**src/rtl/button_conditioner.sv**
```systemverilog
// Three-key conditioner: 2-flop sync, per-key debounce, single-cycle press pulses.
// Define BTN_AUTOREPEAT_EN to compile in auto-repeat on the move key.
module button_conditioner #(
  parameter int DEBOUNCE_CYCLES = 500000,
  parameter int REPEAT_DELAY    = 25000000,
  parameter int REPEAT_PERIOD   = 10000000
) (
  input  logic       clk,
  input  logic       rst,
  input  logic       start_n,
  input  logic       move_n,
  input  logic       select_n,
  output logic       start_p,
  output logic       move_p,
  output logic       select_p,
  output logic [2:0] held
);
  localparam int            CW       = $clog2(DEBOUNCE_CYCLES);
  localparam logic [CW-1:0] CNT_LAST = CW'(DEBOUNCE_CYCLES - 1);

  // Bit order everywhere is {start, move, select}.
  logic [2:0]    r_sync1;
  logic [2:0]    r_sync2;
  logic [2:0]    r_stable;
  logic [2:0]    r_armed;
  logic [2:0]    r_pulse;
  logic [1:0]    r_ok;
  logic [CW-1:0] r_cnt [3];
  logic [2:0]    w_s2;
  logic [2:0]    w_accept;
  logic [2:0]    w_press;
  logic          w_rep_fire;

  assign w_s2 = ~r_sync2;

  always_comb begin
    w_accept = '0;
    for (int i = 0; i < 3; i++) begin
      w_accept[i] = (r_cnt[i] == CNT_LAST) && (w_s2[i] != r_stable[i]);
    end
  end

  assign w_press = w_accept & w_s2 & r_armed;

  // r_ok masks the forced "released" sync values right after reset, so a key
  // held through reset never arms until a genuine release has been sampled.
  always_ff @(posedge clk) begin
    if (rst) begin
      r_sync1  <= '1;
      r_sync2  <= '1;
      r_ok     <= '0;
      r_stable <= '0;
      r_armed  <= '0;
      r_pulse  <= '0;
      for (int i = 0; i < 3; i++) r_cnt[i] <= '0;
    end else begin
      r_sync1 <= {start_n, move_n, select_n};
      r_sync2 <= r_sync1;
      r_ok    <= {r_ok[0], 1'b1};
      r_pulse <= w_press | {1'b0, w_rep_fire, 1'b0};
      for (int i = 0; i < 3; i++) begin
        if ((w_s2[i] == r_stable[i]) || w_accept[i]) r_cnt[i] <= '0;
        else                                         r_cnt[i] <= r_cnt[i] + CW'(1);
        if (w_accept[i]) r_stable[i] <= w_s2[i];
        if (w_press[i])                                   r_armed[i] <= 1'b0;
        else if (r_ok[1] && !r_stable[i] && !w_s2[i])     r_armed[i] <= 1'b1;
      end
    end
  end

`ifdef BTN_AUTOREPEAT_EN
  localparam int            RMAX      = (REPEAT_DELAY > REPEAT_PERIOD) ? REPEAT_DELAY : REPEAT_PERIOD;
  localparam int            RW        = $clog2(RMAX + 1);
  localparam logic [RW-1:0] REP_FIRST = RW'(REPEAT_DELAY - 1);
  localparam logic [RW-1:0] REP_NEXT  = RW'(REPEAT_PERIOD - 1);

  logic [RW-1:0] r_rep_cnt;
  logic          r_rep_act;
  logic          w_move_release;

  assign w_move_release = w_accept[1] & ~w_s2[1];
  assign w_rep_fire     = r_rep_act && r_stable[1] && !w_move_release && (r_rep_cnt == '0);

  // Down-counter reloaded at the press pulse; fires on reaching zero.
  always_ff @(posedge clk) begin
    if (rst) begin
      r_rep_act <= 1'b0;
      r_rep_cnt <= '0;
    end else if (w_press[1]) begin
      r_rep_act <= 1'b1;
      r_rep_cnt <= REP_FIRST;
    end else if (!r_stable[1] || w_move_release) begin
      r_rep_act <= 1'b0;
      r_rep_cnt <= '0;
    end else if (r_rep_act) begin
      r_rep_cnt <= (r_rep_cnt == '0) ? REP_NEXT : r_rep_cnt - RW'(1);
    end
  end
`else
  logic unused_repeat_cfg;
  assign unused_repeat_cfg = ^{REPEAT_DELAY, REPEAT_PERIOD};
  assign w_rep_fire        = 1'b0;
`endif

  assign start_p  = r_pulse[2];
  assign move_p   = r_pulse[1];
  assign select_p = r_pulse[0];
  assign held     = r_stable;

endmodule

```
**config.mk**
```make
export PLATFORM = sky130hd
export DESIGN_NAME = button_conditioner
export DESIGN_NICKNAME = d
export VERILOG_FILES = /design/src/rtl/button_conditioner.sv
export SDC_FILE = /design/constraint.sdc
export NUM_CORES = 1
export LEC_CHECK = 0
export BUFFER_PORTS_ARGS = -buffer_cell sky130_fd_sc_hd__buf_2
export CAP_MARGIN = 10
export CORE_ASPECT_RATIO = 0.6
export CORE_MARGIN = 1.5
export CORE_UTILIZATION = 55
export CTS_BUF_LIST = sky130_fd_sc_hd__clkbuf_16
export CTS_CLUSTER_DIAMETER = 150
export DETAILED_ROUTE_END_ITERATION = 16
export GPL_ROUTABILITY_DRIVEN = 1
export PLACE_DENSITY = 0.75
export SLEW_MARGIN = 20
export SYNTH_ARGS = -nofsm -noshare
export SYNTH_HDL_FRONTEND = slang
export SYNTH_SLANG_ARGS = --single-unit
```
**constraint.sdc**
```tcl
create_clock -name clk -period 2.32 [get_ports clk]
set_input_delay 0.232 -clock clk [delete_from_list [all_inputs] [get_ports clk]]
set_output_delay 0.232 -clock clk [all_outputs]
set_load 0.02 [all_outputs]
```
* Word-level counts from Yosys, hierarchy flattened
Memories as Yosys holds them, arrays and structs flattened.
Index checks and enable logic that the tools add are counted.
** Storage, ports and cells
- Flip-flop bits (word level) :: 17
- Logic and storage cells :: 81
- Memories :: 1
- Input bits :: 5
- RAM bits :: 57
** Memories
- r_cnt :: words 3, width 19, read ports 3, clocked after memory_dff 0, write ports 3, line 28 : logic [CW-1:0] r_cnt [3];
** Cells by class
- Reduce and logical (&&, ||, !) cells :: 21
- Bitwise operators :: 9
- $add $sub $neg :: 3
- Equal/unequal tests :: 9
- Mux-type cells :: 27
** Operator list (number)
- 2-to-1 mux 19 bit :: 6
- adder 19 x 1 -> 19 bit, second input constant :: 3
- equality test 19 bit, second input constant :: 3
- 2-to-1 mux 1 bit :: 21
- logical AND 1 bit :: 9
- AND 3 bit :: 2
- zero test 1 bit :: 6
- bitwise OR 1 bit :: 6
- OR reduction 2 bit :: 3
- equality test 1 bit :: 3
- logical OR 1 bit :: 3
- inequality test 1 bit :: 3
- inverter 3 bit :: 1

* Logic depth before layout (Yosys ltp)
Gate-level depths: netlist of run 1.
- Word-level depth :: 9
- Gate-level depth with buffers :: 6
- Gate-level depth less buffers :: 5

* Worst setup path before layout of run 1
Ideal clock, no wire load.
- Path type :: register -> register
- Start :: memory r_cnt[0][11] (netlist name)
- End :: memory r_cnt[0][11] (netlist name), data pin
- Slack :: 0.157 ns
- Setup time :: 0.254 ns
- Required time :: 2.066 ns
- Cell stages (with the launch flop) :: 6
- Arrival time :: 1.909 ns
- Period minus slack after synthesis :: 2.163 ns
- Path through :: edfxtp_1 -> or4b_1 -> or4_4 -> o21ai_4 -> buf_6 -> nor2_1
** RTL lines (line)
- start: declaration :: 28

==> results of run 1 <==
[kinds of logic (layout without fill, tap and decap cells)]
| group | count (synthesis) | in the layout |
|---|---|---|
| other | 1 | 57 |
| buffers and inverters | 22 | 49 |
| AOI/OAI and AO/OA | 27 | 27 |
| and+or+nand+nor | 188 | 188 |
| adders and majority gates | 3 | 3 |
| muxes | 3 | 3 |
| xor gates and xnor gates | 44 | 44 |
| DFF | 74 | 74 |
[how the worst max path moves through the flow]
stage	from	end	cells after the start
floorplan	r_cnt[0][11]	r_cnt[0][11]	5
finish	r_cnt[0][14]	r_cnt[0][10]	5
global placement	r_cnt[0][14]	r_cnt[0][15]	5
global route	r_cnt[0][14]	r_cnt[0][10]	5
CTS	r_cnt[0][14]	r_cnt[0][10]	5
detailed placement	r_cnt[0][14]	r_cnt[0][10]	5
[stage by stage]
step | cell area [um^2] | total power, W | cells | hold WS (ps)
finish | 4490 | 0.00305 | 532 | 82.2
global route | 4490 | 0.00316 | 532 | 68.5
CTS | 4490 | 0.00307 | 532 | 73.4
detailed placement | 4180 | 0.00168 | 516 | 395
global placement | 4180 | 0.00167 | 516 | 395
floorplan | 3990 | 0.00164 | 418 | 336
[where the power goes]
part / internal [W] / switching (W)
Combinational: 0.0000525 / 0.0000706
Sequential: 0.00148 / 0.0000560
Clock: 0.000812 / 0.000580
Total: 0.00234 / 0.000707
[worst max-delay path: stages (launching register included)]
cell and delay [ps]:
edfxtp_1 420, or4b_1 560, or4_4 590, o21ai_4 150, buf_4 180, nor2_1 70
[flip-flops by register name, summed over array words and instances (netlist names)]
register,cells
r_cnt,57
held,3
r_armed,3
r_pulse,3
r_sync1,3
r_sync2,3
r_ok,2
[layer usage]
| layer | track usage [%] | vias to the layer above | wire length [um] |
|---|---|---|---|
| li1 | - | 1428 | - |
| met4 | 5.19 | 0 | 29 |
| met5 | 0 | - | 0 |
| met3 | 5.98 | 4 | 399 |
| met1 | 33.3 | 1302 | 3770 |
| met2 | 32.2 | 63 | 3100 |
[Yosys cell counts, types with 2 or more instances]
cell type	count
nand2_1	16
edfxtp_1	57
nand4_1	22
inv_1	11
o21ai_0	7
clkbuf_1	8
dfxtp_1	17
ha_1	3
nor3_1	9
and3_1	6
mux2_2	2
xor2_1	23
nor4_1	13
xnor2_1	21
a21oi_1	13
or3_1	6
nor2b_1	2
a31o_2	2
or2_2	8
nor2_1	61
or4b_1	2
and2_1	5
nand3_1	19
and4_1	9
nor4b_1	3
[area by class of cell]
type / instances / area [um^2]
clock buffer: 10 / 250
clock inverter: 6 / 55.1
fill: 519 / 2160
inverter: 11 / 41.3
multi-input combinational: 322 / 1840
sequential: 74 / 2050
tap: 87 / 109
timing repair buffer: 22 / 140
==> parameters.txt, run 1 <==
Parameter                              Value

Outcome
  Status ... finished, final reports clean

Clock network
  Post-CTS Setup Repair Bufs ... 0
  Register clock-pin slew on the reported worst setup and hold paths ... ~60 ps
  CTS tree ... done
  Number of buffers created by CTS ... 9
  Sinks on Clock Net ... 74
  Clock latency of the later-clocked register in the worst-skew pair ... ~330 ps
  Buffer levels on the longest clock path ... 2
  Quantity of hold-fixing buffers added after cts ... 0
  Post-cts repair resize count ... 0
  Number of levels the H-tree was split into ... 3
  Clock root buffer ... clkbuf_16

Synth
  Top cells by area, synth ... edfxtp_1 (45%), dfxtp_1 (9.0%), nor2_1 (6.1%), xor2_1 (5.3%), xnor2_1 (4.9%)
  Share of flip-flops with an asynchronous set or reset ... 0%
  Post-Synth XOR/XNOR Area ... between 10% and 20%
  Synth Flop Type ... edfxtp_1
  Main combinational cell family by area after synthesis ... simple AND/OR/NAND/NOR gates
  Share of the yosys chip area belonging to registers ... a little over half
  Cell accounting for the most synthesized area ... edfxtp_1
  Post-synthesis compound-gate area fraction ... between 4 and 5%
  Multiplexer area fraction after synthesis ... less than 1%
  Average footprint of a synthesized cell ... 10.4 um^2
  Count of different cell masters after synthesis ... 42
  Yosys warning total ... 0
  Post-Synthesis Cells ... roughly 360
  Cell Area, Synth ... 3770 um^2
  Area share of the largest cell type after synthesis ... between 40% and 50%
  Number of enable flip-flop cells after synthesis ... 57
  Yosys reg bits ... 74
  Post-synthesis simple-gate area fraction ... approximately a quarter
  Adder-cell share of the synthesized area ... less than 1%

Finish
  Most frequent standard cell in the layout excluding fill and tap cells ... nor2_1
  Final #Nets ... 448
  Share of layout cells above drive strength 1 ... 12.1%
  Top library cells by usage in the layout, fill and taps aside ... nor2_1 (61), edfxtp_1 (57), conb_1 (57), xor2_1 (23), nand4_1 (22)
  Layout Area Growth over Synthesis ... 18.9%
  Total inserted antenna cells ... 0
  Core utilization of the finished layout ... between 60% and 70%

Global route
  Total grt overflow ... 0
  Pin count of the biggest net entering global routing ... 21
  Overall global routing resource usage ... 22.3%
  Antenna violations before repair ... 0
  Number of global-route vias before repair ... around 2600
  First-pass GRT wire length ... between 10 and 15 mm

Critical path
  Reg2Reg Depth ... 5
  Category of the critical setup timing path ... reg -> reg
  Required time at the worst-slack endpoint ... ~2400 ps
  Worst r2r src ... r_cnt[0][14]
  Worst reg2reg setup slack ... between 100 and 150 ps
  End of the worst register-to-register path ... r_cnt[0][10]
  Worst Setup End Kind ... flip-flop
  Worst Path Arrival ... ~2300 ps
  Critical-path maximum fanout ... 8
  CP startpoint kind ... flip-flop

Place
  Number of buffers inserted by port buffering ... 10
  Final weighted congestion in routability-driven placement ... around 0.83
  Placed wire-length estimate after detailed placement ... between 5 and 6 mm
  Pre-CTS setup slack ... between 150 and 200 ps

Detailed routing
  Total Routed Length ... between 7 and 8 mm
  Initial DRT Pass Iterations ... 5
  Routed length per placed instance ... approximately 14 um
  ANT nets after route ... 0
  Routed vias ... 2797
  Residual DRC ... 0
  Number of design-rule violations left by the first detailed-router iteration ... 183
  Avg Vias per Cell ... ~5.3

Hold path
  Min-delay worst type ... in -> reg
  Source of the worst hold timing path ... start_n
  Number of cells on the worst hold path ... 2
  Hold Path Sink ... r_sync1[2]

Power and ir drop
  Static leakage power ... 1.62 nW
  Maximum ir drop on the vdd rail ... 0.443 mV
  Total power divided by cell area ... between 600 and 700 nW/um^2

Floorplan
  Die width ... 110 um
  Placement row count ... 23
  Placeable core region ... 6650 um^2
  Vertical die dimension ... approximately 67 um
  Starting density of the core ... a little under three fifths
  Count of boundary I/O pins ... 11
  Die Area ... about 7400 um^2

STA
  Maximum operating frequency ... around 450 MHz
  Final cycle utilization of the critical path ... around 96%
  Total count of hold-check failures in the final report ... 0
  Worst path setup slack after routing ... slightly above 100 ps
  RSZ-0062 raised after global routing ... false
  Count of endpoints failing setup in the final report ... 0
  Clock Skew ... slightly below 6 ps
  Setup TNS after final layout ... 0 ps
  Worst slew margin relative to its limit ... 63.9%
  Min cycle time layout ... roughly 2200 ps
  Actual transition at the worst max-transition pin ... 536 ps
  Slew Viols, Final ... 0

Job
  Max-cap violations ... 0
(Power assumes the default switching activity.)
==> run 2, diff against run 1 <==
--- a/config.mk
+++ b/config.mk
@@ -12,9 +12,11 @@
 export CORE_UTILIZATION = 55
 export CTS_BUF_LIST = sky130_fd_sc_hd__clkbuf_16
 export CTS_CLUSTER_DIAMETER = 150
+export CTS_CLUSTER_SIZE = 12
 export DETAILED_ROUTE_END_ITERATION = 16
 export GPL_ROUTABILITY_DRIVEN = 1
 export PLACE_DENSITY = 0.75
+export REMOVE_ABC_BUFFERS = 1
 export SLEW_MARGIN = 20
 export SYNTH_ARGS = -nofsm -noshare
 export SYNTH_HDL_FRONTEND = slang
==> constraint.sdc (replaced) <==
create_clock -name clk -period 2 [get_ports clk]
set_input_delay 0.2 -clock clk [delete_from_list [all_inputs] [get_ports clk]]
set_output_delay 0.2 -clock clk [all_outputs]
set_load 0.02 [all_outputs]
==> run 2 against run 1 <==
  * The flow now finishes with violations (negative setup slack)
  * Non-clock buffer count increased by 11
  * Clock skew increased by 1.6 ps
  * Sequential cell count unchanged
  * Core utilization increased by 1.2 points
  * Final cell count increased by 2.1%
==> parameters.txt, run 2 (same netlist as run 1, synthesis figures left out) <==
Parameter                              Value

Detailed routing
  Residual DRC ... 0 (unchanged)
  Routed length per placed instance ... 14.2 um (was 13.7 um)
  ANT nets after route ... 0 (unchanged)
  Total Routed Length ... 7.71 mm (was 7.29 mm)
  Initial DRT Pass Iterations ... 4 (was 5)
  Avg Vias per Cell ... 5.29 (was 5.26)
  Routed vias ... 2871 (was 2797)
  Number of design-rule violations left by the first detailed-router iteration ... 189 (was 183)

Global route
  First-pass GRT wire length ... 12.5 mm (was 12.3 mm)
  Antenna violations before repair ... 0 (unchanged)
  Global-route met3 utilization ... 9.07% (was 5.98%)
  Busiest grt layer ... met2 (was met1)
  Pin count of the biggest net entering global routing ... 19 (was 21)
  Global routing usage on met2 ... 33.9% (was 32.2%)
  Number of global-route vias before repair ... 2644 (was 2625)
  Global routing met1 resource utilization ... 32.1% (was 33.3%)
  Overall global routing resource usage ... 23.2% (was 22.3%)
  Total grt overflow ... 0 (unchanged)

STA
  Count of endpoints failing setup in the final report ... 18 (was 0)
  RSZ-0062 raised after global routing ... true (was false)
  Clock Skew ... 7.39 ps (was 5.83 ps)
  Worst path setup slack after routing ... -187 ps (was 102 ps)
  Maximum operating frequency ... 457 MHz (was 451 MHz)
  Slew Viols, Final ... 0 (unchanged)
  Min cycle time layout ... 2190 ps (was 2220 ps)
  Total count of hold-check failures in the final report ... 0 (unchanged)
  Final cycle utilization of the critical path ... 109% (was 95.6%)
  Actual transition at the worst max-transition pin ... 521 ps (was 536 ps)
  Worst slew margin relative to its limit ... 65.0% (was 63.9%)

Finish
  Core utilization of the finished layout ... 68.7% (was 67.5%)
  Share of layout cells above drive strength 1 ... 13.4% (was 12.1%)
  Total of fill cells in the finished design ... 520 (was 519)
  Layout Area Growth over Synthesis ... 20.9% (was 18.9%)
  Top library cells by usage in the layout, fill and taps aside ... nor2_1 (61), edfxtp_1 (57), conb_1 (57), xor2_1 (23), nand4_1 (22) (unchanged)
  Final #Nets ... 459 (was 448)
  Most frequent standard cell in the layout excluding fill and tap cells ... nor2_1 (unchanged)
  Top reg by flops ... r_cnt (unchanged)
  Total inserted antenna cells ... 0 (unchanged)
  Number of flip-flops in the largest register ... 57 (unchanged)

Floorplan
  Placeable core region ... 6650 um^2 (unchanged)
  Die width ... 110 um (unchanged)
  Placement row count ... 23 (unchanged)
  Vertical die dimension ... 67.2 um (unchanged)
  Die Area ... 7390 um^2 (unchanged)
  Starting density of the core ... 56.8% (unchanged)
  Count of boundary I/O pins ... 11 (unchanged)

Critical path
  Worst Setup End Kind ... flip-flop (unchanged)
  CP startpoint kind ... flip-flop (unchanged)
  Required time at the worst-slack endpoint ... 2090 ps (was 2400 ps)
  Critical-path maximum fanout ... 12 (was 8)
  Worst Path Arrival ... 2270 ps (was 2300 ps)
  Worst reg2reg setup slack ... -190 ps (was 100 ps)
  Category of the critical setup timing path ... reg -> reg (unchanged)

Place
  Pre-CTS setup slack ... -188 ps (was 157 ps)
  Number of buffers inserted by port buffering ... 10 (unchanged)
  Placed wire-length estimate after detailed placement ... 5.50 mm (was 5.23 mm)
  Final weighted congestion in routability-driven placement ... 0.828 (about the same)

Clock network
  Post-CTS Setup Repair Bufs ... 0 (unchanged)
  CTS tree ... done (unchanged)
  Number of buffers created by CTS ... 9 (unchanged)
  Sinks on Clock Net ... 74 (unchanged)
  Clock root buffer ... clkbuf_16 (unchanged)
  Post-cts repair resize count ... 0 (unchanged)
  Clock latency of the later-clocked register in the worst-skew pair ... 340 ps (was 330 ps)
  Register clock-pin slew on the reported worst setup and hold paths ... 60 ps (about the same)
  Quantity of hold-fixing buffers added after cts ... 0 (unchanged)
  Buffer levels on the longest clock path ... 2 (unchanged)
  Number of levels the H-tree was split into ... 3 (unchanged)

Job
  Max-cap violations ... 0 (unchanged)

Power and ir drop
  Overall power ... 0.00344 W (was 0.00305 W)
  Maximum ir drop on the vdd rail ... 0.706 mV (was 0.443 mV)
  Static leakage power ... 1.68 nW (was 1.62 nW)
  Total power divided by cell area ... 753 nW/um^2 (was 680 nW/um^2)

Outcome
  Status ... finished with violations (was finished, final reports clean)
  Violations in the final reports ... negative setup slack

Hold path
  Min-delay worst type ... in -> reg (unchanged)
## run 2: changes by cell type in the layout (fill, tap and decap cells not counted), moves of 2 or more
cell      delta
inv_1        +3
buf_12       +2
buf_4        +9
inv_8        -2
clkinv_4     -2
## run 2: report_power, final
part,total [W],switching (W),leakage [nW],internal [W]
Sequential,0.00178,0.0000607,0.728,0.00172
Clock,0.00150,0.000601,0.149,0.000894
Combinational,0.000164,0.0000923,0.804,0.0000713
## run 2: what timing repair did
action,CTS,global route
endpoints found under the hold margin,0,0
setup endpoints to repair,19,20
gates cloned,0,0
pin swaps,1,0
## run 2: cell type report
cell class	count	area, um^2	area share [%]
Clock buffer	10	250	5.48
Clock inverter	6	25.0	0.548
Inverter	11	41.3	0.904
Multi-Input combinational cell	322	1840	40.3
Sequential cell	74	2050	44.9
Tap cell	87	109	2.38
Timing Repair Buffer	33	248	5.43
## run 2: stage by stage
| stage | hold WS (ps) | area [um^2] | std cells | setup TNS (ps) |
|---|---|---|---|---|
| after CTS | 36.0 | 4570 | 543 | -2800 |
| after detailed placement | 388 | 4290 | 527 | -2850 |
| after floorplan | 268 | 3930 | 407 | -2380 |
| after global routing | 31.2 | 4570 | 543 | -3570 |
| final | 45.5 | 4570 | 543 | -2900 |
| after global placement | 387 | 4290 | 527 | -2470 |
## run 2: worst paths after layout
kind              cells after the start          from      endpoint
hold reg to reg                       1    r_sync1[2]    r_sync2[2]
hold / removal                        2        move_n    r_sync1[1]
setup reg to reg                      5  r_cnt[0][12]  r_cnt[0][12]
setup / recovery                      5  r_cnt[0][12]  r_cnt[0][12]
## run 2: critical path: stages (launching register included)
cell,delay [ps]
edfxtp_1,410
or4b_1,540
or4_4,600
o21ai_4,180
buf_12,150
nor2_1,60
## run 2: routing by layer
metal | vias to the layer above | routed length, um
li1 | 1444 | -
met1 | 1339 | 3710
met2 | 77 | 3330
met3 | 11 | 594
met4 | 0 | 70
met5 | - | 0
==> run 3, diff against run 2 <==
==> constraint.sdc (replaced) <==
create_clock -name clk -period 1.8 [get_ports clk]
set_input_delay 0.18 -clock clk [delete_from_list [all_inputs] [get_ports clk]]
set_output_delay 0.18 -clock clk [all_outputs]
set_load 0.02 [all_outputs]
==> run 3 against run 2 <==
  * The run still ends with negative setup slack left
  * Sequential share of layout area shrank 1.6 points
  * Critical path depth is the same
  * Core utilization grew 2.6 points
  * Register-to-register slack lost 170 ps
  * Via count grew 2.1%
  * Die area is the same
  * Fmax grew 1.2%
  * Non-clock buffer count grew 14
  * Routed wire length is essentially flat
  * Critical endpoint is now r_cnt[0][10]
  * Highest routed layer unchanged
==> parameters.txt, run 3 (same netlist as run 1, synthesis figures left out) <==
Parameter                              Value

Outcome
  Status ... finished with violations (unchanged)
  Violations in the final reports ... negative setup slack (unchanged)

Clock network
  Clock root buffer ... clkbuf_16 (unchanged)
  Register clock-pin slew on the reported worst setup and hold paths ... 60 ps (about the same)
  Number of buffers created by CTS ... 9 (unchanged)
  Sinks on Clock Net ... 74 (unchanged)
  Clock latency of the later-clocked register in the worst-skew pair ... 340 ps (about the same)
  CTS tree ... done (unchanged)
  Buffer levels on the longest clock path ... 2 (unchanged)
  Number of levels the H-tree was split into ... 3 (unchanged)
  Quantity of hold-fixing buffers added after cts ... 0 (unchanged)

STA
  Worst slew margin relative to its limit ... 62.9% (was 65.0%)
  Maximum operating frequency ... 463 MHz (was 457 MHz)
  Min cycle time layout ... 2160 ps (was 2190 ps)
  Worst hold margin ... 20.5 ps (was 45.5 ps)
  Setup TNS after final layout ... -6450 ps (was -2900 ps)
  Total count of hold-check failures in the final report ... 0 (unchanged)
  Clock Skew ... 5.90 ps (was 7.39 ps)
  Count of endpoints failing setup in the final report ... 20 (was 18)
  RSZ-0062 raised after global routing ... true (unchanged)
  Final cycle utilization of the critical path ... 120% (was 109%)
  Actual transition at the worst max-transition pin ... 556 ps (was 521 ps)
  Slew Viols, Final ... 0 (unchanged)
  Worst path setup slack after routing ... -362 ps (was -187 ps)

Floorplan
  Vertical die dimension ... 67.2 um (unchanged)
  Count of boundary I/O pins ... 11 (unchanged)
  Starting density of the core ... 56.8% (unchanged)
  Placeable core region ... 6650 um^2 (unchanged)
  Placement row count ... 23 (unchanged)
  Die Area ... 7390 um^2 (unchanged)
  Die width ... 110 um (unchanged)

Power and ir drop
  Static leakage power ... 1.77 nW (was 1.68 nW)
  Total power divided by cell area ... 824 nW/um^2 (was 753 nW/um^2)
  Maximum ir drop on the vdd rail ... 0.805 mV (was 0.706 mV)
  Overall power ... 0.00390 W (was 0.00344 W)

Job
  Max-cap violations ... 0 (unchanged)

Global route
  Antenna violations before repair ... 0 (unchanged)
  Pin count of the biggest net entering global routing ... 16 (was 19)
  Overall global routing resource usage ... 22.9% (was 23.2%)
  Number of global-route vias before repair ... 2558 (was 2644)
  Total grt overflow ... 0 (unchanged)
  First-pass GRT wire length ... 12.3 mm (was 12.5 mm)

Place
  Placed wire-length estimate after detailed placement ... 5.64 mm (was 5.50 mm)
  Cells after DPL ... 539 (was 527)
  Final weighted congestion in routability-driven placement ... 0.870 (was 0.828)
  Number of buffers inserted by port buffering ... 10 (unchanged)

Detailed routing
  Routed vias ... 2931 (was 2871)
  ANT nets after route ... 0 (unchanged)
  Total Routed Length ... 7.71 mm (about the same)
  Initial DRT Pass Iterations ... 5 (was 4)
  Number of design-rule violations left by the first detailed-router iteration ... 165 (was 189)
  Avg Vias per Cell ... 5.26 (was 5.29)
  Residual DRC ... 0 (unchanged)
  Routed length per placed instance ... 13.8 um (was 14.2 um)

Finish
  Number of standard cells in the final layout excluding fillers ... 557 (was 543)
  Top library cells by usage in the layout, fill and taps aside ... nor2_1 (60), edfxtp_1 (57), conb_1 (57), buf_4 (34), xor2_1 (23) (was nor2_1 (61), edfxtp_1 (57), conb_1 (57), xor2_1 (23), nand4_1 (22))
  Number of flip-flops in the largest register ... 57 (unchanged)
  Most frequent standard cell in the layout excluding fill and tap cells ... nor2_1 (unchanged)
  Final #Nets ... 473 (was 459)
  Core utilization of the finished layout ... 71.3% (was 68.7%)
  Layout Area Growth over Synthesis ... 25.6% (was 20.9%)
  Share of layout cells above drive strength 1 ... 17.7% (was 13.4%)
  Top reg by flops ... r_cnt (unchanged)
  Total inserted antenna cells ... 0 (unchanged)
  Total of fill cells in the finished design ... 480 (was 520)

Critical path
  Worst path cell trace ... or4b_1, or4_4, o21ai_4, buf_12, nor2_1 (unchanged)
  Category of the critical setup timing path ... reg -> reg (unchanged)
  Cell with the largest stage delay on the worst path ... or4_4 (unchanged)
  CP startpoint kind ... flip-flop (unchanged)
  Worst Setup End Kind ... flip-flop (unchanged)
  Worst Path Arrival ... 2250 ps (was 2270 ps)
  Delay of the slowest cell on the worst path ... 600 ps (about the same)
  Critical-path maximum fanout ... 12 (unchanged)
  Required time at the worst-slack endpoint ... 1890 ps (was 2090 ps)

Hold path
  Min-delay worst type ... in -> reg (unchanged)
## run 3: cell count changes in the layout (fill, tap and decap cells not counted), sizes merged
cell      before  now
inv           16   13
buf           33   47
bufinv         0    1
clkinv         1    3
clkinvlp       0    1
clkbuf        10    9
## run 3: report_power, final
part	internal, W	total, W	switching [W]	leakage [nW]
clock	0.00106	0.00173	0.000677	0.140
sequential	0.00191	0.00197	0.0000642	0.728
combinational	0.0000884	0.000197	0.000108	0.905
## run 3: critical path: cells and delay by family (launching register included)
| kind | cells | cell delay, ps |
|---|---|---|
| DFF | 1 | 390 |
| and+or+nand+nor | 3 | 1190 |
| AOI/OAI and AO/OA | 1 | 180 |
| buffers and inverters | 1 | 150 |
## run 3: area by class of cell
type	count	area [um^2]	share of cell area, %
Multi-Input combinational cell	322	1900	40.2
Sequential cell	74	2050	43.3
Clock inverter	7	61.3	1.29
Tap cell	87	109	2.30
Clock buffer	9	225	4.75
Inverter	11	41.3	0.871
Timing Repair Buffer	47	348	7.34
## run 3: per-stage QoR
| step | area (um^2) | setup WS (ps) |
|---|---|---|
| final | 4740 | -362 |
| after global routing | 4740 | -414 |
| after CTS | 4660 | -347 |
| after detailed placement | 4370 | -416 |
| after global placement | 4370 | -378 |
| after floorplan | 3930 | -348 |
## run 3: layer usage
layer	track usage, %	up-vias	part of all wire, %
met4	9.90	0	1.5
li1	-	1471	-
met3	7.63	8	6.6
met2	30.8	83	42
met5	0	-	0
met1	33.4	1369	50
## run 3: path summary, 6_finish.rpt
path / from / to / slack, ps / cells past startpoint
worst max register to register: r_cnt[0][12] / r_cnt[0][10] / -360 / 5
worst max-delay path: r_cnt[0][12] / r_cnt[0][10] / -360 / 5
worst min-delay path: select_n / r_sync1[0] / 20 / 2
worst min register to register: r_sync1[0] / r_sync2[0] / 420 / 1
## run 3: timing repair
item	CTS	global route
setup endpoints to repair	20	43
pin swaps	1	1
buffers inserted	0	2
resized for setup	1	13
